==> config.mk <==
export PLATFORM = sky130hd
export DESIGN_NAME = btn_debounce3
export DESIGN_NICKNAME = d
export VERILOG_FILES = /design/src/rtl/btn_debounce3_pkg.sv /design/src/rtl/btn_debounce3_ch.sv /design/src/rtl/btn_debounce3.sv
export SDC_FILE = /design/constraint.sdc
export NUM_CORES = 1
export LEC_CHECK = 0
export BUFFER_PORTS_ARGS = -buffer_cell sky130_fd_sc_hd__buf_4
export CAP_MARGIN = 20
export CORE_ASPECT_RATIO = 0.8
export CORE_MARGIN = 1.5
export CORE_UTILIZATION = 28
export DETAILED_ROUTE_END_ITERATION = 16
export GPL_TIMING_DRIVEN = 0
export PLACE_DENSITY_LB_ADDON = 0.3
export SLEW_MARGIN = 30
export SYNTH_ARGS = -nofsm -noshare
export SYNTH_HDL_FRONTEND = slang
export SYNTH_SLANG_ARGS = --single-unit
export TNS_END_PERCENT = 100
==> constraint.sdc <==
create_clock -name clk -period 2.85 [get_ports clk]
set_input_delay 0.285 -clock clk [delete_from_list [all_inputs] [get_ports clk]]
set_output_delay 0.285 -clock clk [all_outputs]
set_load 0.005 [all_outputs]
==> src/rtl/btn_debounce3_pkg.sv <==
// Shared definitions for the three-channel button conditioner:
// per-channel FSM state encodings and the default debounce length.
package btn_debounce3_pkg;

    typedef enum logic [1:0] {
        ST_LOW    = 2'b00,
        WAIT_HIGH = 2'b01,
        ST_HIGH   = 2'b11,
        WAIT_LOW  = 2'b10
    } db_state_e;

    // 10 ms at the 12 MHz board clock
    localparam int DEBOUNCE_CYCLES_DEFAULT = 120000;

endpackage

==> src/rtl/btn_debounce3_ch.sv <==
// One debounce channel: two-flop synchroniser, persistence counter and a
// four-state FSM producing a registered clean level plus rise/fall strobes.
module debounce_ch
    import btn_debounce3_pkg::*;
#(
    parameter int DEBOUNCE_CYCLES = DEBOUNCE_CYCLES_DEFAULT,
    parameter int CNT_W           = $clog2(DEBOUNCE_CYCLES)
) (
    input  logic clk,
    input  logic rst_n,
    input  logic din,
    output logic dout,
    output logic rise,
    output logic fall
);

    localparam logic [CNT_W-1:0] CNT_MAX = CNT_W'(DEBOUNCE_CYCLES - 1);

    logic [1:0]       sync_q;
    logic             s;
    db_state_e        state_q, state_d;
    logic [CNT_W-1:0] cnt_q, cnt_d;
    logic             dout_q, dout_d;
    logic             rise_q, rise_d;
    logic             fall_q, fall_d;

    assign s = sync_q[1];

    always_ff @(posedge clk or negedge rst_n) begin
        if (!rst_n) begin
            sync_q <= 2'b00;
        end else begin
            sync_q <= {sync_q[0], din};
        end
    end

    // Counter only advances while s holds the candidate level; any reversal
    // returns to the stable state and the next attempt restarts from zero.
    always_comb begin
        state_d = state_q;
        cnt_d   = cnt_q;
        case (state_q)
            ST_LOW: begin
                if (s) begin
                    state_d = WAIT_HIGH;
                    cnt_d   = '0;
                end
            end
            WAIT_HIGH: begin
                if (!s) begin
                    state_d = ST_LOW;
                    cnt_d   = '0;
                end else if (cnt_q == CNT_MAX) begin
                    state_d = ST_HIGH;
                end else begin
                    cnt_d = cnt_q + CNT_W'(1);
                end
            end
            ST_HIGH: begin
                if (!s) begin
                    state_d = WAIT_LOW;
                    cnt_d   = '0;
                end
            end
            WAIT_LOW: begin
                if (s) begin
                    state_d = ST_HIGH;
                    cnt_d   = '0;
                end else if (cnt_q == CNT_MAX) begin
                    state_d = ST_LOW;
                end else begin
                    cnt_d = cnt_q + CNT_W'(1);
                end
            end
            default: begin
                state_d = ST_LOW;
                cnt_d   = '0;
            end
        endcase
    end

    // Outputs decode the upcoming state so they update on the accepting edge.
    always_comb begin
        dout_d = (state_d == ST_HIGH) || (state_d == WAIT_LOW);
        rise_d = (state_q == WAIT_HIGH) && (state_d == ST_HIGH);
        fall_d = (state_q == WAIT_LOW) && (state_d == ST_LOW);
    end

    always_ff @(posedge clk or negedge rst_n) begin
        if (!rst_n) begin
            state_q <= ST_LOW;
            cnt_q   <= '0;
            dout_q  <= 1'b0;
            rise_q  <= 1'b0;
            fall_q  <= 1'b0;
        end else begin
            state_q <= state_d;
            cnt_q   <= cnt_d;
            dout_q  <= dout_d;
            rise_q  <= rise_d;
            fall_q  <= fall_d;
        end
    end

    assign dout = dout_q;
    assign rise = rise_q;
    assign fall = fall_q;

endmodule

==> src/rtl/btn_debounce3.sv <==
// Three independent debounce channels feeding the AND gate inputs x0..x2
// (btn_db[i] -> xi) with per-channel edge strobes.
module btn_debounce3
    import btn_debounce3_pkg::*;
#(
    parameter int DEBOUNCE_CYCLES = DEBOUNCE_CYCLES_DEFAULT,
    parameter int CNT_W           = $clog2(DEBOUNCE_CYCLES)
) (
    input  logic       clk,
    input  logic       rst_n,
    input  logic [2:0] btn_in,
    output logic [2:0] btn_db,
    output logic [2:0] rise,
    output logic [2:0] fall
);

    for (genvar i = 0; i < 3; i++) begin : g_ch
        debounce_ch #(
            .DEBOUNCE_CYCLES(DEBOUNCE_CYCLES),
            .CNT_W          (CNT_W)
        ) u_ch (
            .clk  (clk),
            .rst_n(rst_n),
            .din  (btn_in[i]),
            .dout (btn_db[i]),
            .rise (rise[i]),
            .fall (fall[i])
        );
    end

endmodule

Word-level counts from Yosys, hierarchy flattened
Cells that the tools add are included.
{"block": "op_classes", "reduce_logical": 18, "mux": 39, "div": 0, "shifts": 0, "n_lt_le_gt_ge": 0, "eq_ne": 24, "n_bitwise": 0, "add_sub_neg": 3, "mul": 0}
{"operator": "2-to-1 mux 17 bit", "count": 15}
{"operator": "case mux 17 bit (4 select lines)", "count": 3}
{"operator": "adder 17 x 1 -> 17 bit, second input constant", "count": 3}
{"operator": "== test 17 bit, second input constant", "count": 3}
{"operator": "2-to-1 mux 2 bit", "count": 18}
{"operator": "== test 2 bit, second input constant", "count": 12}
{"operator": "case mux 2 bit (4 select lines)", "count": 3}
{"operator": "logical NOT 2 bit", "count": 6}
{"operator": "== test 2 x 1 -> 1 bit, second input constant", "count": 3}
{"operator": "logical AND 1 bit", "count": 6}
{"operator": "!= test 2 x 1 -> 1 bit, second input constant", "count": 3}
{"operator": "!= test 2 bit, second input constant", "count": 3}
{"operator": "AND reduction 2 bit", "count": 3}
{"operator": "logical OR 1 bit", "count": 3}
{"block": "word_totals", "mem_bits_ro": 0, "out_inout_bits": 9, "memories": 0, "latchBits": 0, "reg_bits": 72, "mem_bits_rw": 0}

Longest topological paths before layout
{"block": "logic_depth", "depth_word": 6, "mapped_depth": 7, "depth_no_buf": 7}

Hierarchy
A second synthesis with hierarchy kept.
{"block": "hier_totals", "hier_cells": 420, "area_unflattened_um2": 4028.9}
{"module": "debounce_ch at g_ch[1].u_ch ...", "seq_area_each_um2": 575.6, "n_inst": 2, "cells_per_inst": 139, "area_each_um2": 1360.1}
{"module": "debounce_ch at g_ch[0].u_ch", "seq_area_each_um2": 575.6, "n_inst": 1, "cells_per_inst": 142, "area_each_um2": 1308.8}

Worst setup path after synthesis
Ideal clock, no wire load.
{"block": "synth_timing", "kind": "register to register", "startpoint": "register g_ch[0].u_ch.cnt_q[6]", "endpoint": "register g_ch[0].u_ch.cnt_q[1]", "path_stages_with_launch": 7, "period_less_slack_ps": 2065, "slack_ps": 785, "path_buffers": 1, "arrival_time_ps": 1933, "path_cell_list": "dfrtp_1 -> or4_4 -> or4_4 -> buf_6 -> o21ai_2 -> mux2i_1 -> nor2_1"}
{"block": "synth_between", "elab_chain_len": 4, "elab_cells_between_ends": 5, "cone_classes": "eq/ne (1); mux (4)"}
{"item": "start, declared", "line": "btn_debounce3_ch.sv:22", "text": "logic [CNT_W-1:0] cnt_q, cnt_d;"}
{"item": "start signal, assigned", "line": "btn_debounce3_ch.sv:98", "text": "cnt_q <= cnt_d;"}
{"item": "== test 17 bit *", "line": "btn_debounce3_ch.sv:53, btn_debounce3_ch.sv:69"}
{"item": "2-to-1 mux 17 bit *"}
{"item": "2-to-1 mux 17 bit, on equally long branches"}
{"item": "case mux 17 bit (4 select lines) *"}
Mark *: on every way between the ends. The rest lies on a longest branch, timed or not.
A chain may end at the register's enable or synchronous reset.

Worst setup path in the final report
{"block": "layout_timing", "startpoint": "register g_ch[1].u_ch.sync_q[1]", "endpoint": "register g_ch[1].u_ch.cnt_q[11]"}
{"block": "layout_between", "elab_chain_len": 2, "elab_cells_between_ends": 6, "cone_classes": "eq/ne (2); mux (3); reduce/logical (1)"}
{"item": "start, declared", "line": "btn_debounce3_ch.sv:19", "text": "logic [1:0] sync_q;"}
{"item": "start signal, assigned", "line": "btn_debounce3_ch.sv:33", "text": "sync_q <= {sync_q[0], din};"}
{"item": "2-to-1 mux 17 bit (tied with other cells)", "line": "btn_debounce3_ch.sv:66", "text": "if (s) begin"}
{"item": "case mux 17 bit (4 select lines) or AND reduction 2 bit (tied branches)"}
{"item": "end signal, assigned", "line": "btn_debounce3_ch.sv:98"}
{"item": "end, declared", "line": "btn_debounce3_ch.sv:22"}
Parallel ways exist; a longest one is shown, timed or not.

==> results by group <==
Run status
  • Outcome: finished with violations
  • Failing checks: negative hold slack

Synthesis
  • Synthesis Warnings: 0
  • Synthesized area: a little over 0.004 mm²
  • Post-synth EDFFs: 0
  • Syn Nets: approximately 450
  • Synth Flop Type: dfrtp_1
  • Synth top area cells: dfrtp_1 (44%), ha_1 (5.5%), xor2_1 (4.9%)
  • Post-synthesis sequential area ratio: 0.4398
  • Register bit total from synthesis: a little over 70
  • Mapped Avg Cell Area: 9.549 µm²
  • Post-synth top area share: 0.4398
  • Post-synth ARST share: 1.000
  • Synth area leader: dfrtp_1
  • Post-synth cell types: between 50 and 60
  • Syn Inst Count: around 430

Timing
  • Worst-Margin Slew: roughly 0.8 ns
  • Final setup fails: 0
  • Final TNS setup: 0 ns
  • Final period util: 0.8207
  • RSZ-0062 raised after global routing: false
  • Slew headroom: 0.4610
  • Slew Viols, Final: 0
  • Final hold violations: roughly 60
  • Clock skew: roughly 0.0044 ns
  • Achievable Freq: approximately 430 MHz
  • Fin crit period: approximately 2.3 ns
  • Worst hold slack: -0.03566 ns

Worst setup path
  • CP arrival: around 2.5 ns
  • CP Launch Type: flip-flop
  • Buf/Inv on CP: 1
  • CP max stage cell: nor4_1
  • Max stage delay on crit path: 0.70 ns
  • WS Path Type: flip-flop to flip-flop
  • Crit path max fanout: 10
  • Critical Path, Cell by Cell: clkbuf_1 > mux2_2 > nor4_1 > nand4_1 > xor2_1 > nor2_1
  • CP top delay family: simple AND/OR/NAND/NOR gates
  • Critical path required time: between 3 and 4 ns
  • Worst Setup SP: g_ch[1].u_ch.sync_q[1]$_DFF_PN0_
  • RR Startpoint: g_ch[1].u_ch.sync_q[1]$_DFF_PN0_
  • CP Capture Type: flip-flop

Flow run
  • Max-Cap Viols: 0

Power
  • PD cells: 663.7 mW/mm²
  • Gate power share: 0.278
  • Switching share of power: 0.3376
  • Clk pwr share: 0.340
  • Leakage: roughly 2 nW
  • Peak supply drop: between 0.0003 and 0.0004 V
  • Psw: around 1.1 mW
  • Internal: approximately 2.1 mW
  • Seq pwr share: 0.383

Layout
  • Diodes inserted: 0
  • Layout cells sized above 1: 0.1266
  • Final Cell Area: 0.004713 mm²
  • # fillers: 1423
  • Nets: between 400 and 500
  • Final Util: 0.3297
  • Area growth, synth to finish: 15.06%

Clocking
  • Post-CTS Hold Fix Bufs: 0
  • Worst-Skew Late Latency: 0.33 ns
  • Root Buffer: clkbuf_16
  • Inserted Clock Buffers: 9
  • Clock sinks: 72
  • Post-CTS Setup Bufs: 0
  • Post-cts sizing count: 0
  • H-tree level count: 3
  • Clock Pin Slew Worst Setup and Hold Paths: roughly 0.06 ns
  • Max clock buf depth: 2
  • CTS tree: yes

Placement
  • I/O Buffers: 13
  • Area post-placement: about 0.0044 mm²
  • Dpl hpwl: about 5.6 mm
  • Gp weighted congestion: 0.7928

Routing
  • Routed len/inst: around 13 µm
  • Final WL: around 8.1 mm
  • Initial DRC Count: about 280
  • Detailed Routing Iterations Pass 1: 5
  • Drt via density: around 5.0
  • Via total after detailed routing: approximately 3200
  • DRT antenna net count: 0
  • Residual DRC: 0

GRT
  • First-pass GRT wire length: 14.46 mm
  • Gr usage total: 0.1122
  • Vias in the first global route: ~3000
  • Largest net degree at the start of global routing: 73
  • Grt total ovfl: 0
  • Antenna violations before repair: 0

Die
  • DIE AREA: approximately 0.015 mm²
  • Rows: 39
  • Core Footprint: 0.01430 mm²
  • Die Y: ~110 µm
  • Die X: between 100 and 150 µm
  • IO Pins: 14
  • Initial core utilization: 0.2865

Worst hold path
  • Hold crit path type: input port to async pin
==> sequential cells by signal (all words and copies together), names as in the netlist <==
register,cells
g_ch.u_ch.cnt_q,51
g_ch.u_ch.dout,3
g_ch.u_ch.fall,3
g_ch.u_ch.rise,3
g_ch.u_ch.state_q,6
g_ch.u_ch.sync_q,6
==> worst register-to-register path, stage by stage, from the launching register on <==
cell and delay (ns):
dfrtp_1 0.32, clkbuf_1 0.33, mux2_2 0.44, nor4_1 0.70
nand4_1 0.19, xor2_1 0.17, nor2_1 0.06
==> stage by stage <==
stage	setup WS (ns)	total power [mW]	hold WS, ns	cells
after floorplan	0.7850	1.843	-0.01059	429
after global placement	0.5230	2.059	0.3322	626
after detailed placement	0.5506	2.081	0.3358	626
after CTS	0.5218	3.163	0.04758	642
after global routing	0.2815	3.350	0.02489	642
final	0.5109	3.128	-0.03566	642
==> cell usage after synthesis, drive strengths merged (2+ instances only) <==
| cell type | instances |
|---|---|
| dfrtp | 72 |
| nor2 | 47 |
| nand2 | 34 |
| nand3 | 24 |
| xor2 | 23 |
| a21oi | 19 |
| o21ai | 19 |
| ha | 18 |
| nand4 | 18 |
| inv | 14 |
| buf | 13 |
| xnor2 | 10 |
| clkbuf | 9 |
| nor3 | 9 |
| and3 | 7 |
| and4 | 7 |
| mux2 | 6 |
| a211oi | 5 |
| and2 | 5 |
| nand2b | 5 |
| nor4 | 5 |
| o211ai | 5 |
| o21a | 5 |
| or3 | 5 |
| or4 | 5 |
| a21boi | 3 |
| a22oi | 3 |
| a31oi | 3 |
| and4b | 3 |
| mux2i | 3 |
| nor3b | 3 |
| o22ai | 3 |
| nand3b | 2 |
| nand4b | 2 |
| nor4bb | 2 |
| o21bai | 2 |
==> power groups by stage <==
stage	Sequential (mW)	Clock, mW	Combinational [mW]
after floorplan	1.19	0	0.653
after global placement	1.21	0	0.850
after detailed placement	1.21	0	0.869
after CTS	1.20	1.10	0.869
after global routing	1.21	1.14	0.997
final	1.20	1.06	0.868
==> cells in the final DEF (no fill, tap or decap), types with 3 or more instances in the layout <==
cell and instances:
nor2_1 46, inv_1 14, o211ai_1 5, nand2_1 34, clkbuf_1 10, o21ai_0 17
nand2b_1 5, buf_6 3, mux2_2 6, nand3_1 24, o21a_1 5, and2_1 5
ha_1 18, clkbuf_16 9, xnor2_1 10, a21oi_1 18, and3_1 7, or3_1 5
nor3_1 8, nor4_1 4, a31oi_1 3, and4_1 7, nand4_1 18, o22ai_1 3
dfrtp_1 72, buf_4 21, or4_1 3, and4b_1 3, xor2_1 23, mux2i_1 3
a211oi_1 5
==> layout make-up <==
type,instances,area (µm²),area share
multi-input cells,321,2108,0.4473
flip-flops and latches,72,1802,0.3823
clock buffers,12,256.5,0.05442
well taps,184,230.2,0.04885
plain buffers,22,133.9,0.02840
repair buffers,13,101.3,0.02150
inverters,14,52.55,0.01115
clock inverters,4,28.78,0.006106
==> cell families (layout without fill, tap and decap cells) <==
| family | after synthesis | count (layout) | share of synthesized area |
|---|---|---|---|
| AO/OA/AOI/OAI | 76 | 76 | 0.1213 |
| XOR/XNOR | 33 | 33 | 0.07055 |
| adder cells (fa/ha/maj) | 18 | 18 | 0.05498 |
| buffers and inverters | 36 | 65 | 0.04551 |
| flip-flops | 72 | 72 | 0.4398 |
| multiplexers | 9 | 9 | 0.02382 |
| AND/OR/NAND/NOR | 185 | 185 | 0.2440 |
==> final timing paths <==
path	cells past startpoint	slack, ns	end
worst max-delay path	6	0.51	g_ch[1].u_ch.cnt_q[11]$_DFFE_PN0P_
worst min-delay path	1	-0.04	g_ch[0].u_ch.sync_q[1]$_DFF_PN0_
worst max register to register	6	0.51	g_ch[1].u_ch.cnt_q[11]$_DFFE_PN0P_
worst min register to register	0	0.35	g_ch[1].u_ch.sync_q[1]$_DFF_PN0_
max in group asynchronous	1	2.43	g_ch[0].u_ch.cnt_q[8]$_DFFE_PN0P_
min in group clk	1	0.06	g_ch[1].u_ch.sync_q[0]$_DFF_PN0_
==> layer usage <==
layer | track usage | vias up | wire, µm
li1 | - | 1575 | -
met1 | 0.1615 | 1549 | 4277
met2 | 0.1642 | 55 | 3454
met3 | 0.02721 | 9 | 237
met4 | 0.03719 | 0 | 105
met5 | 0 | - | 0
(Power assumes the default switching activity.)
